===== src/rtl/mem_arbiter.sv =====
// mem_arbiter: shares one memory port between fetch and load/store.
// One outstanding transaction, fixed priority with starvation guard.
package mem_pkg;

  typedef struct packed {
    logic        mem_valid;
    logic        mem_fence;
    logic        mem_instr;
    logic [31:0] mem_addr;
    logic [31:0] mem_wdata;
    logic [3:0]  mem_wstrb;
  } mem_in_type;

  typedef struct packed {
    logic        mem_ready;
    logic [31:0] mem_rdata;
  } mem_out_type;

endpackage

module mem_arbiter
  import mem_pkg::*;
#(
  parameter logic       data_prio    = 1'b1,
  parameter logic [3:0] starve_limit = 4'd4
) (
  input  logic        clk,
  input  logic        rst,
  input  mem_in_type  imem_in,
  output mem_out_type imem_out,
  input  mem_in_type  dmem_in,
  output mem_out_type dmem_out,
  output mem_in_type  mem_in,
  input  mem_out_type mem_out
);

  typedef enum logic {IDLE, BUSY} state_t;
  typedef enum logic [1:0] {
    OWN_NONE,
    OWN_I,
    OWN_D
  } owner_t;

  state_t     state_q, state_d;
  owner_t     owner_q, owner_d;
  mem_in_type pend_i_q, pend_i_d;
  mem_in_type pend_d_q, pend_d_d;
  logic       pend_i_valid_q, pend_i_valid_d;
  logic       pend_d_valid_q, pend_d_valid_d;
  logic [3:0] cnt_q, cnt_d;
  mem_in_type hold_q, hold_d;

  mem_in_type req_i, req_d, win;
  logic       elig_i, elig_d;
  logic       rsp, can_issue, starved;
  logic       pick_d, grant, gnt_i, gnt_d;

  // arbitration, routing and next-state
  always_comb begin
    req_i     = imem_in.mem_valid ? imem_in : pend_i_q;
    req_d     = dmem_in.mem_valid ? dmem_in : pend_d_q;
    elig_i    = imem_in.mem_valid | pend_i_valid_q;
    elig_d    = dmem_in.mem_valid | pend_d_valid_q;
    rsp       = rst & (state_q == BUSY)
              & mem_out.mem_ready;
    can_issue = rst & ((state_q == IDLE) | rsp);
    starved   = cnt_q >= starve_limit;

    // starvation hands the win to the low-priority side
    if (elig_i & elig_d)
      pick_d = data_prio ? ~starved : starved;
    else
      pick_d = elig_d;

    grant = can_issue & (elig_i | elig_d);
    gnt_i = grant & ~pick_d;
    gnt_d = grant & pick_d;

    win           = pick_d ? req_d : req_i;
    win.mem_instr = ~pick_d;
    win.mem_valid = 1'b0;

    mem_in           = grant ? win : hold_q;
    mem_in.mem_valid = grant;
    if (!rst) mem_in = '0;

    imem_out = '0;
    dmem_out = '0;
    if (rsp && owner_q == OWN_I) begin
      imem_out.mem_ready = 1'b1;
      imem_out.mem_rdata = mem_out.mem_rdata;
    end
    if (rsp && owner_q == OWN_D) begin
      dmem_out.mem_ready = 1'b1;
      dmem_out.mem_rdata = mem_out.mem_rdata;
    end

    pend_i_d = imem_in.mem_valid ? imem_in : pend_i_q;
    pend_d_d = dmem_in.mem_valid ? dmem_in : pend_d_q;
    pend_i_valid_d = (pend_i_valid_q | imem_in.mem_valid)
                   & ~gnt_i;
    pend_d_valid_d = (pend_d_valid_q | dmem_in.mem_valid)
                   & ~gnt_d;

    hold_d  = grant ? win : hold_q;
    state_d = state_q;
    owner_d = owner_q;
    if (grant) begin
      state_d = BUSY;
      owner_d = pick_d ? OWN_D : OWN_I;
    end else if (rsp) begin
      state_d = IDLE;
      owner_d = OWN_NONE;
    end

    // count consecutive priority wins over a waiting loser
    cnt_d = cnt_q;
    if (grant && pick_d != data_prio)
      cnt_d = '0;
    else if (grant && elig_i && elig_d
             && cnt_q < starve_limit)
      cnt_d = cnt_q + 4'd1;
  end

  // state registers with synchronous active-low reset
  always_ff @(posedge clk) begin
    if (!rst) begin
      state_q        <= IDLE;
      owner_q        <= OWN_NONE;
      pend_i_q       <= '0;
      pend_d_q       <= '0;
      pend_i_valid_q <= 1'b0;
      pend_d_valid_q <= 1'b0;
      cnt_q          <= '0;
      hold_q         <= '0;
    end else begin
      state_q        <= state_d;
      owner_q        <= owner_d;
      pend_i_q       <= pend_i_d;
      pend_d_q       <= pend_d_d;
      pend_i_valid_q <= pend_i_valid_d;
      pend_d_valid_q <= pend_d_valid_d;
      cnt_q          <= cnt_d;
      hold_q         <= hold_d;
    end
  end

endmodule


===== config.mk =====
export PLATFORM = sky130hd
export DESIGN_NAME = mem_arbiter
export DESIGN_NICKNAME = d
export VERILOG_FILES = /design/src/rtl/mem_arbiter.sv
export SDC_FILE = /design/constraint.sdc
export NUM_CORES = 1
export LEC_CHECK = 0
export CORE_MARGIN = 2
export CORE_UTILIZATION = 46
export DETAILED_ROUTE_END_ITERATION = 10
export GPL_TIMING_DRIVEN = 1
export PLACE_DENSITY = 0.92
export SKIP_LAST_GASP = 1
export SLEW_MARGIN = 20
export SYNTH_ARGS = -nofsm -noshare
export SYNTH_HDL_FRONTEND = slang
export SYNTH_SLANG_ARGS = --single-unit
export TNS_END_PERCENT = 30

===== constraint.sdc =====
create_clock -name clk -period 2.2 [get_ports clk]
set_input_delay 0.33 -clock clk [delete_from_list [all_inputs] [get_ports clk]]
set_output_delay 0.33 -clock clk [all_outputs]
set_load 0.1 [all_outputs]

# Word-level counts from Yosys, hierarchy flattened
# Index checks and enable logic that the tools add are counted.
# totals
regBits	221
inputBits	177
# classes
n_lt_le_gt_ge	2
n_eq_ne	2
mux	13
bitwise_logic	19
reduce_logical	8
add_sub_neg	1
# ops
operator	count
71-bit 2-to-1 mux	3
70-bit 2-to-1 mux	2
33-bit 2-to-1 mux	2
1-bit bitwise AND	9
1-bit logical AND	6
2-bit 2-to-1 mux	3
1-bit inverter	6
4-bit by 1-bit adder with 4-bit output (second input constant)	1
4-bit by 3-bit greater-or-equal comparator with 1-bit output (second input constant)	1
4-bit by 3-bit less-than comparator with 1-bit output (second input constant)	1
1-bit bitwise OR	4
1-bit 2-to-1 mux	3
2-bit by 1-bit == test with 1-bit output (second input constant)	1
2-bit == test (second input constant)	1
2-bit nonzero test	1
2-bit OR reduction	1

# Longest topological paths before layout
# Gate-level depths: netlist of run 1.
# logic_depth
ltp_word	8
depth_mapped	7
ltp_nobuf	4

# Worst setup path after synthesis of run 1
# No wires, ideal clock.
# synth_timing
path_type	input -> output
startpoint	in imem_in[70] (netlist name)
endpoint	out mem_in[0] (netlist name)
stages	7
n_path_buf	4
path_slack_ps	-1266
arrival_time_ps	3136
path_cell_list	buf_2 -> or4_4 -> nor2b_1 -> buf_6 -> buf_6 -> buf_2 -> a31oi_1
# synth_rtl
element	line	text
from (decl)	29	input mem_in_type imem_in,
to (decl)	33	output mem_in_type mem_in,

==> reports/results.ini, run 1 <==
[route]
vias = 10400
first_iter_violations = 770
ant_nets = 0
dr.pass1.iters = 7
drc = 0
avgRoutedWirePerCell_um = 24.7
vias_per_cell = 5.91
wl_um = 43600

[cells_and_area]
drive_above_1_share = 0.328
final_cell_mix = dfxtp_1 (214), clkdlybuf4s50_1 (171), buf_4 (159)
num-fill-cells = 763
areaGrowthSynthToFinish_pct = 90.2
mostFrequentLayoutCell = dfxtp_1
nets = 1656

[clock_network]
clkTransAtPathRegs_ns = 0.07
htreeDepth = 1
cts_tree = done
root_buffer = clkbuf_16
cts_sinks = 217
insertion_delay_ns = 0.50
cts_buffers = 23
ctsHoldBuffers = 0
clk_path_buf_depth = 3

[synth]
yosysSeqAreaShare = 0.466
syn_area_um2 = 9320
synthCells = 1026
synth_top_cells_by_area = dfxtp_1 (47%), mux2i_1 (15%), nor2b_1 (9.5%)
synth_cell_types = 28
postSynthAreaPerCell_um2 = 9.08
syn_nets = 1204
ys_ff_latch = 217
yosysWarnings = 0
synth.top_cell.area_share = 0.466
yosysTopAreaCell = dfxtp_1

[sta]
timing.final.crit_period_ns = 2.80
layout_worst_path_cycle_share = 1.27
setup_viol = 135
maxSlewViolCount = 0
fmax_ghz = 0.357
finalClockSkew_ns = 0.0170
setup_ws_ns = -0.600
hold_viol = 0
rsz0062_at_grt = true
slew_headroom = 0.597
tightest_slew_ns = 0.604
tns_ns = -41.73

[outcome]
failed_checks = setup timing
outcome = finished with violations

[setup_path]
cp-end-kind = output port
path_class = reg2out
worstRegToRegCells = 6
arrival_ns = 2.47
cp_max_fo = 29
critPathLaunchType = flip-flop
required_ns = 1.87

[die]
coreArea_um2 = 20000
start_util = 0.465
io_pins = 314
die_y_um = 146
die_x_um = 146
rows = 52
design.die.area_um2 = 21400

[pwr]
intPower_mw = 8.16
finalPower_mw = 12.2
combinationalPowerShare = 0.331
ir_worst_vdd_v = 0.000649
p_leak_nw = 6.97
clockPowerShare = 0.315
seqPwrFrac = 0.354
switchingPower_mw = 4.05
powerDensity_nw_per_um2 = 689
swShare = 0.332

[global_route]
grt-ovfl-total = 0
grt_pass1_wl_um = 61200
track_usage = 0.359
grt_pass1_vias = 11100
antenna_found_initial = 2
grt_max_degree = 63

[worst_hold_path]
hold_path_depth = 2
holdCritPathClass = in2reg

[run]
cap_violations = 0

[placement]
dpl.hpwl_um = 25100
placement.io_buffers = 311
gp_congestion = 0.818

-- layout make-up --
| class | instances | area, um2 | share of cell area |
|---|---|---|---|
| flip-flops and latches | 217 | 4350 | 0.245 |
| multi-input cells | 724 | 5830 | 0.329 |
| clock inverters | 5 | 50.0 | 0.00282 |
| repair buffers | 511 | 6470 | 0.365 |
| inverters | 1 | 3.75 | 0.000212 |
| clock buffers | 34 | 677 | 0.0382 |
| diodes | 2 | 5.00 | 0.000282 |
| well taps | 270 | 338 | 0.0191 |
-- path summary, 6_finish.rpt --
check,slack (ns),end,start
max,-0.60,mem_in[45],pend_i_valid_q$_SDFF_PN0_
min,0.29,pend_d_q[63]$_SDFF_PN0_,rst
max reg2reg,0.16,hold_q[2]$_SDFF_PN0_,pend_i_valid_q$_SDFF_PN0_
min reg2reg,0.50,cnt_q[3]$_SDFFE_PP0P_,cnt_q[3]$_SDFFE_PP0P_
-- what timing repair did --
| action | in CTS | in global routing |
|---|---|---|
| buffers inserted | 13 | 9 |
| setup endpoints to repair | 112 | 136 |
| pin swaps | 11 | 8 |
| gates cloned | 6 | 4 |
| gates resized for setup | 56 | 54 |
-- stage by stage --
step | instances | util | instance area, um2 | worst slack, ns | hold slack (ns)
finish | 1764 | 0.884 | 17700 | -0.600 | 0.285
global route | 1764 | 0.884 | 17700 | -0.663 | 0.280
floorplan | 1026 | - | 10500 | -0.334 | 0.422
CTS | 1749 | 0.869 | 17400 | -0.565 | 0.240
global placement | 1691 | 0.814 | 16300 | -0.257 | 0.434
detailed placement | 1691 | 0.814 | 16300 | -0.326 | 0.441
-- power by group through the flow --
stage	clock, mW	sequential, mW	combinational, mW
after floorplan	0	4.34	2.11
after global placement	0	4.35	3.49
after detailed placement	0	4.37	3.62
after CTS	3.85	4.30	3.83
after global routing	4.02	4.33	4.15
final	3.85	4.32	4.04
-- routing by layer --
| layer | global-route usage | wire length (um) | vias to the layer above |
|---|---|---|---|
| li1 | - | - | 4489 |
| met3 | 0.0675 | 3390 | 233 |
| met4 | 0.202 | 3030 | 0 |
| met2 | 0.665 | 22100 | 683 |
| met5 | 0 | 0 | - |
| met1 | 0.383 | 15100 | 5019 |
-- logic make-up (layout without fill, tap and decap cells) --
group,Yosys count,in the layout,synth area share
multiplexers,139,139,0.149
AO/OA/AOI/OAI,221,221,0.140
XOR/XNOR,1,1,0.000940
buffers and inverters,85,551,0.0384
flip-flops,217,217,0.466
AND/OR/NAND/NOR,362,362,0.204
other,0,2,0
adder cells (fa/ha/maj),1,1,0.00134
-- synth_stat cells --
cell,n
a31oi_1,138
nand2_1,140
buf_6,2
dfxtp_1,217
buf_4,1
xnor2_1,1
a2bb2oi_1,1
a21boi_0,1
nor2b_1,141
nor3b_1,2
o211a_1,2
clkbuf_1,59
and2_1,65
buf_2,16
o22ai_1,1
a21oi_1,2
nor2_1,10
mux2i_1,139
nor4b_1,1
buf_1,6
nand3_1,2
ha_1,1
or4_4,1
o21ai_1,1
o21a_1,1
a21bo_1,1
o21ai_0,73
inv_1,1
-- sequential cells by signal (all words and copies together) (netlist names) --
| signal | flops |
|---|---|
| cnt_q | 4 |
| hold_q | 70 |
| owner_q | 2 |
| pend_d_q | 69 |
| pend_d_valid_q | 1 |
| pend_i_q | 69 |
| pend_i_valid_q | 1 |
| state_q | 1 |
-- worst max-delay path, stage by stage (launching register included) --
cell and delay [ns]:
dfxtp_2 0.33, or4_4 0.50, nor2b_4 0.21, clkbuf_16 0.24, buf_4 0.19, a31oi_4 0.25
buf_12 0.22
Power figures use the tool's default switching activity.
==> inputs of run 2 (changes only) <==
--- a/config.mk
+++ b/config.mk
@@ -11,4 +11,5 @@
 export GPL_TIMING_DRIVEN = 1
 export PLACE_DENSITY = 0.92
+export SETUP_SLACK_MARGIN = 0.3
 export SKIP_LAST_GASP = 1
 export SLEW_MARGIN = 20
==> constraint.sdc (replaced) <==
create_clock -name clk -period 2.2 [get_ports clk]
set_input_delay 0.55 -clock clk [delete_from_list [all_inputs] [get_ports clk]]
set_output_delay 0.55 -clock clk [all_outputs]
set_load 0.1 [all_outputs]
==> run 2 against run 1 <==
The flow still finishes with violations (setup timing). Sequential power rose by 0.9%. Maximum frequency shrank 24%. Highest routed layer is now met5. Hold slack better by 0.24 ns.
==> reports/results.ini, run 2 (same netlist as run 1, synthesis figures left out) <==
[outcome]
outcome = finished with violations
failed_checks = setup timing

[worst_hold_path]
hold_path_depth = 2
whs_endpoint = pend_i_q[13]$_SDFF_PN0_
holdCritPathClass = reg2reg
min_from = pend_i_q[13]$_SDFF_PN0_

[placement]
placement.io_buffers = 311
dpl.hpwl_um = 25500
gp_congestion = 0.851
post-place-ws_ns = -0.827

[sta]
tightest_slew_ns = 0.823
timing.final.crit_period_ns = 3.67
finalClockSkew_ns = 0.0225
slew_headroom = 0.450
rsz0062_at_grt = true
fmax_ghz = 0.272
maxSlewViolCount = 0
layout_worst_path_cycle_share = 1.67
setup_viol = 138
hold_viol = 0
setup_ws_ns = -1.47

[die]
design.die.area_um2 = 21400
rows = 52
die_x_um = 146
die_y_um = 146
coreArea_um2 = 20000
io_pins = 314
start_util = 0.465

[clock_network]
root_buffer = clkbuf_16
cts_tree = done
insertion_delay_ns = 0.53
clk_path_buf_depth = 3
clkTransAtPathRegs_ns = 0.06
cts_sinks = 217
ctsHoldBuffers = 0
htreeDepth = 1
cts_buffers = 24

[setup_path]
path_delay_family = simple AND/OR/NAND/NOR gates
worstRegToRegCells = 4
cp-end-kind = output port
path_class = in2out
cpPeakStageDelay_ns = 0.66
required_ns = 1.65
r2r_setup_slack_ns = 0.11
crit_chain = buf_4, buf_4, buf_12, mux2i_2, nor2b_1, nand2_1, a31oi_4, buf_12
crit_buf_inv = 4
r2r_start = pend_i_q[52]$_SDFF_PN0_
reg2reg_to = hold_q[52]$_SDFF_PN0_
cp_max_fo = 40
critPathLaunchType = input port
arrival_ns = 3.12
slowest_stage = nor2b_1

[route]
drc = 0
wl_um = 54400
avgRoutedWirePerCell_um = 30.1
dr.pass1.iters = 5
ant_nets = 0
vias_per_cell = 6.32
first_iter_violations = 1372
vias = 11400

[cells_and_area]
drive_above_1_share = 0.354
final_cell_mix = dfxtp_1 (215), buf_4 (180), clkdlybuf4s50_1 (170)
top_regs = hold_q (70), pend_d_q (69), pend_i_q (69)
multiInputGateArea_um2 = 5880
largest_register_ffs = 70
top_register = hold_q
final_util = 0.910
areaGrowthSynthToFinish_pct = 95.8
mostFrequentLayoutCell = dfxtp_1
seqCellArea_um2 = 4350
nets = 1688
num-fill-cells = 647

[global_route]
track_usage = 0.438
grt_pass1_vias = 11800
grt-ovfl-total = 0
antenna_found_initial = 12
grt_pass1_wl_um = 72500
grt_max_degree = 70

[pwr]
ir_worst_vdd_v = 0.000720
p_leak_nw = 7.20
powerDensity_nw_per_um2 = 734

[run]
cap_violations = 0

==> run 2: cell types whose count changed in the layout (fill, tap and decap cells not counted), moves of 2 or more <==
| cell | before | now |
|---|---|---|
| bufinv_16 | 1 | 5 |
| diode_2 | 2 | 8 |
| nor2b_1 | 138 | 136 |
| clkbuf_1 | 5 | 1 |
| mux2i_1 | 139 | 137 |
| buf_4 | 159 | 180 |
| buf_16 | 6 | 9 |
| clkinv_2 | 4 | 2 |
| mux2i_2 | 0 | 2 |
| buf_6 | 15 | 24 |
| o21ai_1 | 34 | 27 |
| o21ai_2 | 9 | 17 |
| clkinvlp_4 | 0 | 6 |
==> run 2: stage by stage <==
step	std cells	hold WS, ns	instance area [um2]	total power [mW]	TNS, ns
after floorplan	1026	0.422	10500	6.44	-92.81
after global placement	1716	0.433	16500	7.88	-68.68
after detailed placement	1716	0.447	16500	8.03	-78.99
after CTS	1785	0.496	17900	12.8	-74.09
after global routing	1805	0.542	18200	13.6	-97.97
final	1806	0.527	18200	13.4	-96.30
==> run 2: worst max-delay path by stage <==
| stage | from | to | slack [ns] | cells past startpoint |
|---|---|---|---|---|
| 2_1_floorplan | imem_in[70] | mem_in[0] | -0.77 | 7 |
| 3_5_place_dp | mem_out[32] | mem_in[49] | -0.83 | 8 |
| 3_3_place_gp | mem_out[32] | mem_in[37] | -0.69 | 8 |
| 5_1_grt | imem_in[70] | mem_in[52] | -1.38 | 8 |
| 4_1_cts | pend_d_valid_q$_SDFF_PN0_ | mem_in[23] | -0.73 | 7 |
| 6_report | imem_in[70] | mem_in[52] | -1.47 | 8 |
==> run 2: tightest hold or removal path: stages (launching register included) <==
cell and delay, ns:
dfxtp_1 0.30, mux2i_1 0.11, nor2b_1 0.07
==> run 2: per-layer routing <==
layer,wire [um],vias to the layer above,GRT usage
li1,-,4547,-
met1,17500,5296,0.459
met2,24200,1095,0.737
met3,6890,474,0.142
met4,5760,6,0.327
met5,62,-,0
==> run 2: area by class of cell <==
cell class / count / area share
antenna: 8 / 0.00110
clock buffer: 31 / 0.0383
clock inverter: 13 / 0.0113
inverter: 1 / 0.000206
multi-input combinational: 724 / 0.322
sequential: 217 / 0.238
tap: 270 / 0.0185
timing repair buffer: 542 / 0.370
==> run 2: timing repair <==
action                     in CTS  in global routing
setup endpoints to repair     143                151
pin swaps                      20                  8
gates cloned                    9                  4
resized for setup              85                 47
buffers inserted               16                  9
==> run 2: report_power, final <==
group	internal [mW]	total (mW)	switching, mW
clock network	2.83	4.69	1.86
registers	4.21	4.36	0.149
logic	1.81	4.33	2.52
total	8.85	13.4	4.53
